$ cat config.mk
export PLATFORM = sky130hd
export DESIGN_NAME = iq_lpf_decim
export DESIGN_NICKNAME = d
export VERILOG_FILES = /design/src/rtl/iq_lpf_decim.sv
export SDC_FILE = /design/constraint.sdc
export NUM_CORES = 1
export LEC_CHECK = 0
export ABC_AREA = 1
export CORE_ASPECT_RATIO = 0.5
export CORE_UTILIZATION = 57
export CTS_CLUSTER_DIAMETER = 80
export DETAILED_ROUTE_END_ITERATION = 6
export DONT_BUFFER_PORTS = 1
export GPL_ROUTABILITY_DRIVEN = 0
export PLACE_DENSITY = 0.72
export SYNTH_ARGS = -nofsm -noshare
export SYNTH_HDL_FRONTEND = slang
export SYNTH_SLANG_ARGS = --single-unit
$ cat constraint.sdc
create_clock -name clk -period 1.7 [get_ports clk]
set_clock_uncertainty 0.05 [all_clocks]
set_input_delay 0.17 -clock clk [delete_from_list [all_inputs] [get_ports clk]]
set_output_delay 0.17 -clock clk [all_outputs]
set_load 0.02 [all_outputs]
$ cat src/rtl/iq_lpf_decim.sv
// Integrate-and-dump low-pass/decimator for the demodulated I/Q baseband pair.
// Averages DECIM samples per channel, rounds half toward +inf, saturates, and strobes lpf_rdy.
module iq_lpf_decim #(
    parameter int IN_W  = 5,
    parameter int DECIM = 4,
    parameter int OUT_W = 5
) (
    input  logic                    clk,
    input  logic                    reset,
    input  logic                    demod_rdy,
    input  logic signed [IN_W-1:0]  I_BB,
    input  logic signed [IN_W-1:0]  Q_BB,
    input  logic                    win_sync,
    output logic signed [OUT_W-1:0] I_LP,
    output logic signed [OUT_W-1:0] Q_LP,
    output logic                    lpf_rdy,
    output logic                    sat
);

    localparam int SHIFT = $clog2(DECIM);
    localparam int ACC_W = IN_W + SHIFT;
    localparam int CNT_W = SHIFT;

    localparam logic [0:0] ST_ACCUM = 1'b0;
    localparam logic [0:0] ST_DUMP  = 1'b1;

    localparam logic [CNT_W-1:0]        CNT_LAST   = CNT_W'(DECIM - 1);
    localparam logic [CNT_W-1:0]        CNT_ONE    = CNT_W'(1);
    localparam logic signed [ACC_W-1:0] ROUND_HALF = ACC_W'(DECIM / 2);
    localparam logic signed [ACC_W-1:0] OUT_MAX    = ACC_W'((2 ** (OUT_W - 1)) - 1);
    localparam logic signed [ACC_W-1:0] OUT_MIN    = ACC_W'(-(2 ** (OUT_W - 1)));

    // The bias cannot overflow ACC_W: the largest window sum is 2^(ACC_W-1) - DECIM.
    function automatic logic signed [ACC_W-1:0] round_shift(input logic signed [ACC_W-1:0] sum);
        logic signed [ACC_W-1:0] biased;
        biased = sum + ROUND_HALF;
        return biased >>> SHIFT;
    endfunction

    // Returns {clipped, value}.
    function automatic logic [OUT_W:0] saturate(input logic signed [ACC_W-1:0] v);
        if (v > OUT_MAX) begin
            return {1'b1, OUT_MAX[OUT_W-1:0]};
        end else if (v < OUT_MIN) begin
            return {1'b1, OUT_MIN[OUT_W-1:0]};
        end
        return {1'b0, v[OUT_W-1:0]};
    endfunction

    logic [0:0]              state_q, state_d;
    logic [CNT_W-1:0]        cnt_q, cnt_d;
    logic signed [ACC_W-1:0] acc_i_q, acc_i_d;
    logic signed [ACC_W-1:0] acc_q_q, acc_q_d;
    logic signed [ACC_W-1:0] sum_i_q, sum_i_d;
    logic signed [ACC_W-1:0] sum_q_q, sum_q_d;
    logic signed [OUT_W-1:0] i_lp_q, i_lp_d;
    logic signed [OUT_W-1:0] q_lp_q, q_lp_d;
    logic                    lpf_rdy_q, lpf_rdy_d;
    logic                    sat_q, sat_d;

    logic signed [ACC_W-1:0] samp_i, samp_q;
    logic signed [ACC_W-1:0] base_acc_i, base_acc_q;
    logic [CNT_W-1:0]        base_cnt;
    logic [OUT_W:0]          res_i, res_q;

    assign samp_i = {{SHIFT{I_BB[IN_W-1]}}, I_BB};
    assign samp_q = {{SHIFT{Q_BB[IN_W-1]}}, Q_BB};
    assign res_i  = saturate(round_shift(sum_i_q));
    assign res_q  = saturate(round_shift(sum_q_q));

    always_comb begin
        // NOTE: every variable gets a default first so no path leaves one unassigned (no latches).
        state_d   = state_q;
        cnt_d     = cnt_q;
        acc_i_d   = acc_i_q;
        acc_q_d   = acc_q_q;
        sum_i_d   = sum_i_q;
        sum_q_d   = sum_q_q;
        i_lp_d    = i_lp_q;
        q_lp_d    = q_lp_q;
        lpf_rdy_d = 1'b0;
        sat_d     = sat_q;

        if (state_q == ST_DUMP) begin
            i_lp_d    = res_i[OUT_W-1:0];
            q_lp_d    = res_q[OUT_W-1:0];
            lpf_rdy_d = 1'b1;
            sat_d     = sat_q | res_i[OUT_W] | res_q[OUT_W];
            state_d   = ST_ACCUM;
        end

        // Accumulation runs in both states so a strobe during DUMP opens the next window.
        base_acc_i = win_sync ? '0 : acc_i_q;
        base_acc_q = win_sync ? '0 : acc_q_q;
        base_cnt   = win_sync ? '0 : cnt_q;
        acc_i_d    = base_acc_i;
        acc_q_d    = base_acc_q;
        cnt_d      = base_cnt;

        if (demod_rdy) begin
            if (base_cnt == CNT_LAST) begin
                sum_i_d = base_acc_i + samp_i;
                sum_q_d = base_acc_q + samp_q;
                acc_i_d = '0;
                acc_q_d = '0;
                cnt_d   = '0;
                state_d = ST_DUMP;
            end else begin
                acc_i_d = base_acc_i + samp_i;
                acc_q_d = base_acc_q + samp_q;
                cnt_d   = base_cnt + CNT_ONE;
            end
        end
    end

    // NOTE: sequential state uses non-blocking assignments so every register samples pre-edge values.
    always_ff @(posedge clk) begin
        if (reset) begin
            state_q   <= ST_ACCUM;
            cnt_q     <= '0;
            acc_i_q   <= '0;
            acc_q_q   <= '0;
            sum_i_q   <= '0;
            sum_q_q   <= '0;
            i_lp_q    <= '0;
            q_lp_q    <= '0;
            lpf_rdy_q <= 1'b0;
            sat_q     <= 1'b0;
        end else begin
            state_q   <= state_d;
            cnt_q     <= cnt_d;
            acc_i_q   <= acc_i_d;
            acc_q_q   <= acc_q_d;
            sum_i_q   <= sum_i_d;
            sum_q_q   <= sum_q_d;
            i_lp_q    <= i_lp_d;
            q_lp_q    <= q_lp_d;
            lpf_rdy_q <= lpf_rdy_d;
            sat_q     <= sat_d;
        end
    end

    assign I_LP    = i_lp_q;
    assign Q_LP    = q_lp_q;
    assign lpf_rdy = lpf_rdy_q;
    assign sat     = sat_q;

endmodule
Word-level counts from Yosys, hierarchy flattened

Cells that the tools add are included.

Add/sub/neg operators: 5
Order comparisons: 4
Equality and inequality tests: 1
Mux-type cells: 21
Bitwise gates (word level): 3
Reductions and logical operators: 2

Operators with widths:

| operator                                    | number |
|---|---|
| 2-to-1 mux 7 bit                            | 6 |
| 2-to-1 mux 6 bit                            | 6 |
| adder 7 x 3 -> 7 bit, second input constant | 2 |
| adder 7 x 5 -> 7 bit                        | 2 |
| > comparator 5 bit, second input constant   | 2 |
| < comparator 5 bit, second input constant   | 2 |
| 2-to-1 mux 1 bit                            | 6 |
| 2-to-1 mux 2 bit                            | 3 |
| adder 2 x 1 -> 2 bit, second input constant | 1 |
| == test 2 bit, second input constant        | 1 |
| OR 1 bit                                    | 2 |
| AND reduction 2 bit                         | 1 |
| OR reduction 2 bit                          | 1 |
| NOT 1 bit                                   | 1 |

Flip-flop bits (word level): 43
Input bits: 14

Longest topological paths before layout

Word-level depth: 7
Gate-level depth with buffers: 15

Worst setup path before layout

OpenSTA, ideal clock, no wires.

Path kind: register to register
Start: reg acc_q_q[0]
End: reg sum_q_q[6]
Setup time: 0.109 ns
Arrival: 1.622 ns
Data required time: 1.541 ns
Setup slack: -0.081 ns
Cell stages (with the launch flop): 16
Buffers on the path: 0
Clock period less this slack: 1.781 ns
Cell sequence: dfxtp_1 > inv_1 > nor2_1 > ha_1 > inv_1 > fa_1 > inv_1 > nand2_1 > nand2_1 > nand3_1 > nand2_1 > nand2_1 > nand2_1 > nand2_1 > nand2_1 > inv_1

Longest elaborated chain between the ends: 2

Ends and longest elaborated chain:

| item                   | RTL line | RTL |
|---|---|---|
| from (decl)            | 53       | `logic signed [ACC_W-1:0] acc_q_q, acc_q_d;` |
| from (signal assigned) | 133      | `acc_q_q <= acc_q_d;` |
| 2-to-1 mux 7 bit       | 94       | `base_acc_q = win_sync ? '0 : acc_q_q;` |
| adder 7 x 5 -> 7 bit   | 103      | `sum_q_d = base_acc_q + samp_q;` |
| to (signal assigned)   | 135      | `sum_q_q <= sum_q_d;` |
| to (decl)              | 55       | `logic signed [ACC_W-1:0] sum_q_q, sum_q_d;` |

No other way between the ends.
A chain may end at the register's enable or synchronous reset.

Worst setup path after layout

Same ends and word-level chain as after synthesis.

==> results by group <==
STA
  – Fin crit share: 104.6%
  – Unrepaired setup endpoints after global routing: true
  – Measured slew at the worst slew-check pin: 0.4562 ns
  – Slew Limit Fails: 0
  – Final WS setup: -0.07800 ns
  – Setup-failing EPs final: 5
  – Fmax achieved: 562.4 MHz
  – Slew margin rel.: 69.55%
  – Setup TNS: -0.1744 ns
  – Final hold vios: 20
  – Hold_ws: -0.1214 ns
  – Tmin final: 1.778 ns

Synthesis
  – Synth area leader: dfxtp_1
  – Post-synthesis area per instance: 6.822 um2
  – Post-Syn Area: 0.002292 mm2
  – Register area share after synthesis: 35.81%
  – Synth area leaders: dfxtp_1 (36%), nand2_1 (13%), ha_1 (8.2%), inv_1 (8.0%), nor2_1 (7.4%)
  – FF+latch count, synth: 41
  – Mapped Nets: 367
  – Distinct cells, synth: 27
  – Cell count after synthesis: 336
  – Synth top area share: 35.81%
  – Synthesis warning total: 0

Clocking
  – Clk buf depth: 2
  – Clock insertion delay at the later pin of the skew report: 0.30 ns
  – Max H-tree Level: 2
  – TritonCTS Buffers: 5
  – Clock transition at the registers of the reported paths: 0.08 ns
  – Clock root cell: clkbuf_8
  – CTS Hold Bufs: 4
  – CTS tree: done
  – Clk sinks: 41

Placement
  – Placed cells: 384
  – Dpl cell area: 0.002372 mm2
  – Pre-CTS setup slack: -0.1310 ns
  – Port Buffer Count: 0
  – DP Wirelength: 3.569 mm

Power
  – Tot Pwr: 2.108 mW
  – Peak supply drop: 0.6793 mV
  – Leakage: 1.321 nW
  – Pwr/cell area: 790.6 mW/mm2

Setup path
  – Crit end category: flop
  – Worst setup SP type: flop
  – Crit path cell chain: inv_2 -> nor2_2 -> ha_2 -> inv_2 -> fa_2 -> inv_2 -> nand2_2 -> nand2_4 -> nand3_2 -> nand2_2 -> nand2_2 -> nand2_1 -> nand2_1 -> nand2_1 -> inv_1
  – CP top delay family: simple AND/OR/NAND/NOR gates
  – Buf/Inv on CP: 4
  – Worst Path Max Fanout: 3
  – Worst path max stage delay: 0.34 ns
  – CP required: 1.85 ns
  – Critical path class: reg2reg
  – Worst endpoint data arrival time: 1.93 ns
  – CP max stage cell: fa_2

Die
  – CORE AREA: 0.003641 mm2
  – Std cell rows: 15
  – Starting density of the core: 62.96%
  – Die Y: 46.84 um
  – Die extent in x: 91.68 um
  – Die Area: 0.004294 mm2
  – I/O Pins: 26

Detailed routing
  – Metal3 WL: 481 um
  – Total Wirelength: 5.266 mm
  – Vias per cell: 5.228
  – WL met2: 2.165 mm
  – Met1 wire length: 2.588 mm
  – Via count: 2086
  – DRT iter0 DRCs: 103
  – Drt wl/cell: 13.20 um
  – Antenna-violating nets left: 0
  – Drt first pass iters: 5
  – Top layer in use: met4
  – DR DRC count: 0

Final layout
  – Most frequent cells in the layout: nand2_1 (72), inv_1 (46), nor2_1 (43), dfxtp_1 (40), a21oi_1 (26)
  – Design Area, Final: 0.002666 mm2
  – Final core occ: 73.23%
  – Area grow syn2layout: 16.32%
  – Most common cell after layout, fill and taps aside: nand2_1
  – Final Instance Count excl. Fillers: 399
  – Share of layout cells above drive strength 1: 16.38%
  – Final nets: 378
  – Number of diodes: 0

Status
  – Status: finished with violations
  – Failing checks: negative hold slack, negative setup slack

GRT
  – Largest net degree at the start of global routing: 26
  – GRT Util Overall: 25.79%
  – Initial antenna violation count: 0
  – First-pass GRT wire length: 8.328 mm
  – Number of global-route vias before repair: 1782
  – Congestion Overflow GR: 0

Hold path
  – Path type of the worst min-delay path: in2reg

Run
  – Max-cap violation count: 0
[final cells by class]
class,instances,area [um2]
clock buffers,6,82.58
clock inverters,2,37.54
fillers,292,974.7
inverters,51,192.7
multi-input cells,234,1340
flip-flops and latches,41,822.0
well taps,51,63.81
repair buffers,14,127.6
[cell usage after synthesis (all sizes together)]
master  instances
or2             1
buf             8
o21ai          15
xnor2           2
inv            50
ha             15
a21oi          30
fa              2
nand3          27
clkbuf          2
o221ai          2
nand4           1
nand2          81
xor2            4
dfxtp          41
nor2           46
clkinv          1
a21o            2
o211ai          2
nand3b          4
[registers in the layout (all words and copies together) (netlist names)]
name,flops
acc_i_q,7
acc_q_q,7
sum_i_q,6
sum_q_q,6
I_LP,5
Q_LP,5
cnt_q,2
lpf_rdy,1
sat,1
state_q,1
[timing repair]
action	CTS	global route
gates resized for setup	5	26
endpoints found under the hold margin	24	20
pin swaps	3	14
setup buffers	2	1
setup endpoints to repair	6	10
[report_power, final]
group | total (mW) | switching (mW) | internal, mW
clock | 0.839 | 0.361 | 0.478
sequential | 0.998 | 0.0106 | 0.987
combinational | 0.271 | 0.171 | 0.0999
total | 2.11 | 0.543 | 1.57
[cells by family (layout without fill, tap and decap cells)]
kind of cell | Yosys count | after routing | synth area share, %
xor gates and xnor gates | 6 | 6 | 2.293
DFF | 41 | 41 | 35.81
buffers and inverters | 61 | 73 | 10.86
AOI/OAI and AO/OA | 51 | 51 | 11.90
adders and majority gates | 17 | 17 | 9.935
and+or+nand+nor | 160 | 160 | 29.20
[layer usage]
layer / GRT usage (%) / up-vias
li1: - / 1081
met1: 35.84 / 929
met2: 40.00 / 72
met3: 7.929 / 4
met4: 6.032 / 0
met5: 0 / -
[final timing paths]
path              cells past startpoint       start         end  slack [ns]
setup / recovery                     15  acc_q_q[0]  sum_q_q[6]       -0.08
hold / removal                        1       reset  acc_q_q[6]       -0.12
setup reg to reg                     15  acc_q_q[0]  sum_q_q[6]       -0.08
hold reg to reg                       2  sum_i_q[1]  sum_i_q[1]        0.45
Note: power is estimated with default switching activity, not from simulation.
